**src/rtl/axis_flit_queue_pkg.sv**
```systemverilog
// axis_flit_queue_pkg: AXIS flit types and the PMU counter helper shared by the flit queue.
package axis_flit_queue_pkg;
   localparam int AXIS_DATA_W = 32;
   localparam int PMU_CNT_W = 32;
   typedef struct packed {
      logic tvalid;
      logic [AXIS_DATA_W-1:0] tdata;
      logic tlast;
   } axis_mosi_t;
   typedef struct packed {
      logic tready;
   } axis_miso_t;
   // Increment that sticks at all-ones for a counter w bits wide (w <= 64).
   function automatic logic [63:0] sat_inc(input logic [63:0] v, input int w);
      logic [63:0] top;
      top = (w >= 64) ? '1 : (64'(1) << w) - 64'(1);
      return (v == top) ? v : v + 64'(1);
   endfunction
endpackage

```
**src/rtl/flit_ram.sv**
```systemverilog
// flit_ram: DEPTH x W storage with one synchronous write port and one asynchronous read port.
module flit_ram #(
   parameter int DEPTH = 8,
   parameter int W = 34
) (
   input  logic clk_i,
   input  logic we_i,
   input  logic [$clog2(DEPTH)-1:0] waddr_i,
   input  logic [W-1:0] wdata_i,
   input  logic [$clog2(DEPTH)-1:0] raddr_i,
   output logic [W-1:0] rdata_o
);
   logic [W-1:0] mem [DEPTH];
   always_ff @(posedge clk_i) begin
      if (we_i) mem[waddr_i] <= wdata_i;
   end
   assign rdata_o = mem[raddr_i];
endmodule

```
**src/rtl/axis_flit_queue.sv**
```systemverilog
// axis_flit_queue: per-port AXIS flit buffer with optional store-and-forward by packet and PMU counters.
module axis_flit_queue
   import axis_flit_queue_pkg::*;
#(
   parameter int DEPTH = 8,
   parameter int PACKET_MODE = 1,
   parameter int CNT_W = PMU_CNT_W
) (
   input  logic clk_i,
   input  logic rst_i,
   input  axis_mosi_t in_mosi_i,
   output axis_miso_t in_miso_o,
   output axis_mosi_t out_mosi_o,
   input  axis_miso_t out_miso_i,
   output logic [$clog2(DEPTH):0] occupancy_o,
   output logic [$clog2(DEPTH):0] pkt_count_o,
   output logic [CNT_W-1:0] stall_cycles_o,
   output logic [CNT_W-1:0] flit_count_o
);
   localparam int AW = $clog2(DEPTH);
   localparam logic [AW:0] FULL = (AW+1)'(DEPTH);
   logic [AW-1:0] wr_ptr, rd_ptr;
   logic [AW:0] occ, pkt;
   logic in_pkt, in_ready, out_valid, push, pop;
   logic [CNT_W-1:0] stall_q, flit_q;
   axis_mosi_t rd_flit;
   flit_ram #(.DEPTH(DEPTH), .W($bits(axis_mosi_t))) u_ram (
      .clk_i(clk_i),
      .we_i(push),
      .waddr_i(wr_ptr),
      .wdata_i(in_mosi_i),
      .raddr_i(rd_ptr),
      .rdata_o(rd_flit)
   );
   // A full queue is released even without TLAST so over-long packets cannot deadlock.
   always_comb begin
      in_ready = occ != FULL;
      out_valid = (PACKET_MODE != 0) ? (pkt != '0 || occ == FULL || (in_pkt && occ != '0)) : occ != '0;
      push = in_mosi_i.tvalid & in_ready;
      pop = out_valid & out_miso_i.tready;
      in_miso_o = '{tready: in_ready};
      out_mosi_o = rd_flit;
      out_mosi_o.tvalid = out_valid;
   end
   always_ff @(posedge clk_i) begin
      if (rst_i) begin
         wr_ptr <= '0;
         rd_ptr <= '0;
         occ <= '0;
         pkt <= '0;
         in_pkt <= 1'b0;
         stall_q <= '0;
         flit_q <= '0;
      end else begin
         if (push) wr_ptr <= wr_ptr + AW'(1);
         if (pop) begin
            rd_ptr <= rd_ptr + AW'(1);
            in_pkt <= ~rd_flit.tlast;
            flit_q <= flit_q + CNT_W'(1);
         end
         occ <= occ + (AW+1)'(push) - (AW+1)'(pop);
         pkt <= pkt + (AW+1)'(push & in_mosi_i.tlast) - (AW+1)'(pop & rd_flit.tlast);
         if (in_mosi_i.tvalid & ~in_ready) stall_q <= CNT_W'(sat_inc(64'(stall_q), CNT_W));
      end
   end
   assign occupancy_o = occ;
   assign pkt_count_o = pkt;
   assign stall_cycles_o = stall_q;
   assign flit_count_o = flit_q;
endmodule

```
**config.mk**
```make
export PLATFORM = sky130hd
export DESIGN_NAME = axis_flit_queue
export DESIGN_NICKNAME = d
export VERILOG_FILES = /design/src/rtl/axis_flit_queue_pkg.sv /design/src/rtl/flit_ram.sv /design/src/rtl/axis_flit_queue.sv
export SDC_FILE = /design/constraint.sdc
export NUM_CORES = 1
export LEC_CHECK = 0
export ABC_AREA = 1
export BUFFER_PORTS_ARGS = -buffer_cell sky130_fd_sc_hd__buf_2
export CAP_MARGIN = 20
export CORE_MARGIN = 5
export CORE_UTILIZATION = 55
export CTS_CLUSTER_DIAMETER = 50
export DETAILED_ROUTE_END_ITERATION = 10
export PLACE_DENSITY = 0.75
export RECOVER_POWER = 25
export SLEW_MARGIN = 10
export SYNTH_ARGS = -nofsm -noshare
export SYNTH_HDL_FRONTEND = slang
export SYNTH_SLANG_ARGS = --single-unit
export TNS_END_PERCENT = 1
```
**constraint.sdc**
```tcl
create_clock -name clk_i -period 4.7 [get_ports clk_i]
set_clock_uncertainty 0.1 [all_clocks]
set_input_delay 0.94 -clock clk_i [delete_from_list [all_inputs] [get_ports clk_i]]
set_output_delay 0.94 -clock clk_i [all_outputs]
set_load 0.005 [all_outputs]
```
==> summary.md, run 1 <==
| Metric | Value |
|---|---|
| Via count | `11190` |
| Most used cell, CP | `nand2_1` |
| Post-synth EDFFs | `264` |
| Detail Route Antenna Nets | `0` |
| Min Tclk post-route | `3.760 ns` |
| Mapped Nets | `1563` |
| Final setup viols | `0` |
| Die Area | `0.03056 mm2` |
| PD cells | `501.6 mW/mm2` |
| Type of origin of the critical path | `flop` |
| Ys async rst share | `0%` |
| Placer congestion estimate | `0.8735` |
| Ys flop type | `edfxtp_1` |
| Relative slew slack | `41.90%` |
| Synth-to-layout area growth | `15.30%` |
| Crit path DAT | `2.72 ns` |
| Routed length per instance | `16.99 um` |
| Initial antenna violation count | `5` |
| Most frequent cells in the layout | `322 x nand2_1, 294 x nor2_1, 264 x edfxtp_1` |
| Grt total ovfl | `0` |
| Max incr delay on CP | `0.70 ns` |
| # nets final | `1696` |
| Hold/Removal Path Class | `flop to flop` |
| Leakage | `6.351 nW` |
| WS Path Type | `flop to output port` |
| Max Slew Vio Count | `0` |
| Crit-path max FO | `80` |
| CTS Sinks | `346` |
| CTS buffer count | `36` |
| Fin util | `64.09%` |
| Met2 wire len | `16570 um` |
| R2R Setup Slk | `1.34 ns` |
| Core Footprint | `0.02688 mm2` |
| Hold Buf Count CTS | `0` |
| Number of global-route vias before repair | `10800` |
| Width of the die | `174.8 um` |
| Netlist cell types | `32` |
| Metal1 wirelength | `14230 um` |
| Tcrit/Tclk final | `79.99%` |
| Std-Cell Rows | `60` |
| Max-cap violations | `0` |
| Routed vias/inst | `5.566` |
| Fin Setup TNS | `0 ns` |
| Worst skew pair latency | `0.51 ns` |
| Top Layer Used | `met5` |
| CTS tree | `done` |
| Cells along the critical path | `buf_4 -> o21ai_0 -> o22ai_1 -> nand2_1 -> nand2_1 -> buf_2` |
| Cell Area, Synth | `0.01494 mm2` |
| Post-Route WL | `34170 um` |
| Worst Tran Pin Value | `0.8694 ns` |
| Total power | `8.639 mW` |
| Fill count | `2121` |
| Seq/Total Area, Yosys | `64.06%` |
| First-pass GRT wire length | `54450 um` |
| IO buf count | `143` |
| Max Root-Sink Buffers | `3` |
| Largest delay share family, worst path | `buffers and inverters` |
| CP bufs+invs | `2` |
| GR Util All Layers | `21.78%` |
| DRT iter0 DRCs | `967` |
| Post-Syn Instances | `1510` |
| Final Hold Fails | `0` |
| Crit-path slowest cell | `buf_4` |
| RSZ-0062 raised after global routing | `no` |
| Die height | `174.8 um` |
| Clk root buf | `clkbuf_16` |
| Worst path required time | `3.66 ns` |
| Clock transition at path regs | `0.06 ns` |
| Layout cell share with drive strength beyond 1 | `14.49%` |
| Synthesized flop and latch total | `346` |
| Status | `completed` |
| F_max | `0.2660 GHz` |
| Worst setup EP type | `output port` |
| Mean post-synth cell area | `9.893 um2` |
| Commonest non-fill, non-tap cell in the layout | `nand2_1` |
| Drt pass-1 iters | `5` |
| # IOs | `144` |
| Metal3 WL | `2633 um` |
| Starting Density | `55.58%` |
| Post-DP HPWL | `20620 um` |
| Largest net degree at the start of global routing | `81` |
| H-tree depth | `2` |
| N_diodes | `0` |
| Post-CTS Setup Bufs | `0` |
| YS warnings | `0` |
| Post_cts resized | `0` |
| DRC violations left | `0` |
| Worst VDD drop | `0.0003464 V` |
[routing by layer]
| metal | track usage (%) | vias to the layer above |
|---|---|---|
| met1 | 28.59 | 5303 |
| met3 | 5.301 | 63 |
| met5 | 0 | - |
| met2 | 36.62 | 403 |
| met4 | 5.794 | 10 |
| li1 | - | 5414 |
[Yosys cell counts, drive strengths merged, types with 5 or more instances]
cell type    n  share of area, %
xor2         5              0.29
o22ai       64               2.7
ha          14               1.2
nor3         8              0.34
nor2       320               8.6
a21oi       45               1.5
nand4       18              0.75
edfxtp     264                53
clkbuf      35              0.88
nand2      333               8.7
dfxtp       82                11
buf         30               1.1
nand3       51               2.0
inv         83               2.1
o21ai      145               4.9
xnor2        5              0.29
[area by class of cell]
class	count	area (um2)	area share [%]
Clock buffer	45	965.9	5.608
Clock inverter	20	259.0	1.504
Inverter	83	312.8	1.816
Multi-Input combinational cell	1016	4817	27.97
Sequential cell	346	9574	55.59
Tap cell	341	426.7	2.477
Timing Repair Buffer	160	868.3	5.041
[flip-flops by register name, summed over array words and instances, names as in the netlist, named ones only]
signal / cells
stall_cycles_o: 32
pkt_count_o: 4
u_ram.mem: 264
wr_ptr: 3
in_pkt: 1
rd_ptr: 3
occupancy_o: 4
flit_count_o: 32
[worst paths after layout]
path	start	endpoint	depth (start not counted)
min reg2reg	rd_ptr[0]	rd_ptr[0]	1
max reg2reg	flop	pkt_count_o[2]	14
min	rd_ptr[0]	rd_ptr[0]	1
max	flop	out_mosi_o[26]	6
[cell families (layout without fill, tap and decap cells)]
logic type / Yosys count / after routing / share of synthesized area, %
xor+xnor: 10 / 10 / 0.5863
fa+ha+maj: 16 / 16 / 1.441
simple gates: 734 / 734 / 20.67
flops: 346 / 346 / 64.06
buf+inv: 148 / 308 / 4.096
compound gates: 256 / 256 / 9.146
[metrics by stage]
stage | setup WS, ns | area, um2 | cells | hold WS, ns
after floorplan | 1.484 | 14940 | 1510 | 0.3476
after global placement | 1.471 | 15960 | 1943 | 0.3668
after detailed placement | 1.403 | 15980 | 1944 | 0.3790
after CTS | 0.9156 | 17210 | 2009 | 0.3903
after global routing | 0.7157 | 17220 | 2011 | 0.4272
final | 0.9405 | 17220 | 2011 | 0.3905
[where the power goes]
group	switching (mW)	internal, mW	total (mW)
clock	1.13	1.79	2.93
combinational	1.33	0.710	2.04
sequential	0.172	3.50	3.67
Note: power is estimated with default switching activity, not from simulation.
==> inputs of run 2 (changes only) <==
clock period = 3.9 ns   (was 4.7 ns; I/O delays follow)
==> run 2 against run 1 <==
Effect of this change:
- via count down 0.11%
- power rose by 20%
- die area stayed put
- clock power is 20% higher
- core utilization is essentially flat
- global-route usage increased by 0.59 points
- sequential share of layout area hardly changed
- design area hardly changed
- first-iteration DRC count shrank 17%
- largest cell class unchanged
==> summary.md, run 2 (synthesis gave the netlist of run 1 again) <==
| Metric | Value |
|---|---|
| Met1 usage | `29.48% (+0.89 points)` |
| Detail Route Antenna Nets | `0 (unchanged)` |
| # nets final | `1702 (+0.35%)` |
| H-tree depth | `2 (unchanged)` |
| Type of origin of the critical path | `flop` |
| Crit-path max FO | `54 (-33%)` |
| Starting Density | `55.58% (unchanged)` |
| Post-CTS Setup Bufs | `0 (unchanged)` |
| M2 GR Usage | `38.12% (+1.5 points)` |
| RSZ-0062 raised after global routing | `no` |
| Relative slew slack | `46.83% (+4.9 points)` |
| Worst skew pair latency | `0.51 ns (about the same)` |
| DRC violations left | `0 (unchanged)` |
| Grt met3 use | `4.955% (-0.35 points)` |
| Tcrit/Tclk final | `84.33%` |
| Most used cell, CP | `nand2_1` |
| Commonest non-fill, non-tap cell in the layout | `nand2_1` |
| Placement Setup Slack | `0.9986 ns (-0.4047 ns)` |
| Largest register FFs | `264 (unchanged)` |
| Core Footprint | `0.02688 mm2 (unchanged)` |
| Drt pass-1 iters | `6 (+1)` |
| Final setup viols | `0 (unchanged)` |
| Fin worst setup slack | `0.6112 ns (-0.3293 ns)` |
| Worst VDD drop | `0.0003513 V (+1.4%)` |
| CTS tree | `done` |
| Post-Route WL | `34790 um (+1.8%)` |
| PD cells | `601.8 mW/mm2 (+20%)` |
| Width of the die | `174.8 um (unchanged)` |
| Hold/Removal Path Class | `flop to flop` |
| IO buf count | `143 (unchanged)` |
| GR Util All Layers | `22.37% (+0.59 points)` |
| CTS Sinks | `346 (unchanged)` |
| Fin Setup TNS | `0 ns (unchanged)` |
| CTS buffer count | `38 (+5.6%)` |
| Clk root buf | `clkbuf_16` |
| Layout cell share with drive strength beyond 1 | `14.77% (+0.28 points)` |
| Hold Startpoint | `wr_ptr[0]` |
| F_max | `0.3041 GHz` |
| Max-cap violations | `0 (unchanged)` |
| Crit path DAT | `2.41 ns (-0.31 ns)` |
| Final Hold Fails | `0 (unchanged)` |
| Min Tclk post-route | `3.289 ns` |
| Hold Buf Count CTS | `0 (unchanged)` |
| # IOs | `144 (unchanged)` |
| Most frequent cells in the layout | `322 x nand2_1, 294 x nor2_1, 264 x edfxtp_1` |
| Die height | `174.8 um (unchanged)` |
| Number of global-route vias before repair | `10920 (+1.1%)` |
| Status | `completed` |
| WS Path Type | `flop to output port` |
| Max Slew Vio Count | `0 (unchanged)` |
| Total power | `10.37 mW (+20%)` |
| Worst path required time | `3.02 ns (-0.64 ns)` |
| Max incr delay on CP | `0.60 ns (-0.10 ns)` |
| N_diodes | `0 (unchanged)` |
| Worst setup EP type | `output port` |
| Clock transition at path regs | `0.06 ns (about the same)` |
| Grt total ovfl | `0 (unchanged)` |
| Routed length per instance | `17.22 um (+1.4%)` |
| Initial antenna violation count | `1 (-4)` |
| Cells along the critical path | `buf_4 -> o21ai_0 -> o22ai_1 -> nand2_1 -> nand2_1 -> buf_2` |
| Post_cts resized | `0 (unchanged)` |
| Via count | `11180 (-0.11%)` |
| Routed vias/inst | `5.535 (-0.55%)` |
| Top Usage Layer GRT | `met2` |
| Crit-path slowest cell | `dfxtp_4` |
| Max Root-Sink Buffers | `3 (unchanged)` |
| Placer congestion estimate | `0.9002 (+3.1%)` |
| Post-DP HPWL | `21040 um (+2.0%)` |
| Std-Cell Rows | `60 (unchanged)` |
| Die Area | `0.03056 mm2 (unchanged)` |
| Hold WS | `0.3910 ns (+0.0004740 ns)` |
| Largest reg by FF count | `u_ram.mem` |
| Worst Tran Pin Value | `0.7966 ns (-0.07277 ns)` |
| Synth-to-layout area growth | `15.34% (about the same)` |
| Largest net degree at the start of global routing | `65 (-20%)` |
| DRT iter0 DRCs | `805 (-17%)` |
| First-pass GRT wire length | `55930 um (+2.7%)` |
| Fin util | `64.11% (about the same)` |
| Leakage | `6.375 nW (+0.37%)` |
-- run 2: cell types whose count changed in the layout (fill, tap and decap cells not counted), moves of 3 or more --
cell / previous run / this run
clkbuf_1: 33 / 37
inv_6: 3 / 0
buf_4: 13 / 20
bufinv_16: 6 / 2
clkinv_4: 0 / 3
clkbuf_16: 37 / 41
-- run 2: layer usage --
metal,routed length [um],vias up
met5,7,-
met4,660,2
met3,2641,60
met2,16960,395
met1,14530,5297
li1,-,5427
-- run 2: critical path, delay by kind of cell, from the launching register on --
kind | cells | cell delay [ns]
DFF | 1 | 0.60
AOI/OAI and AO/OA | 2 | 0.40
buffers and inverters | 2 | 0.63
and+or+nand+nor | 2 | 0.19
-- run 2: area by class of cell --
type	instances	area [um2]
Tap cell	341	426.7
Timing Repair Buffer	164	852.1
Fill cell	2157	9646
Multi-Input combinational cell	1016	4817
Clock inverter	16	142.6
Sequential cell	346	9574
Clock buffer	54	1105
Inverter	83	312.8
-- run 2: metrics by stage --
stage | area, um2 | cells
floorplan | 14940 | 1510
global placement | 16020 | 1950
detailed placement | 16020 | 1950
CTS | 17260 | 2020
global route | 17230 | 2020
finish | 17230 | 2020
-- run 2: report_power, final --
group / internal [mW] / total, mW / leakage (nW) / switching, mW
registers: 4.22 / 4.39 / 3.06 / 0.172
logic: 0.841 / 2.47 / 2.70 / 1.62
clock network: 2.12 / 3.51 / 0.613 / 1.39
-- run 2: path summary, 6_finish.rpt --
kind,cells past startpoint,slack (ns),endpoint
worst min register to register,2,0.39,wr_ptr[0]
worst min-delay path,2,0.39,wr_ptr[0]
worst max register to register,15,1.00,pkt_count_o[2]
worst max-delay path,6,0.61,out_mosi_o[15]
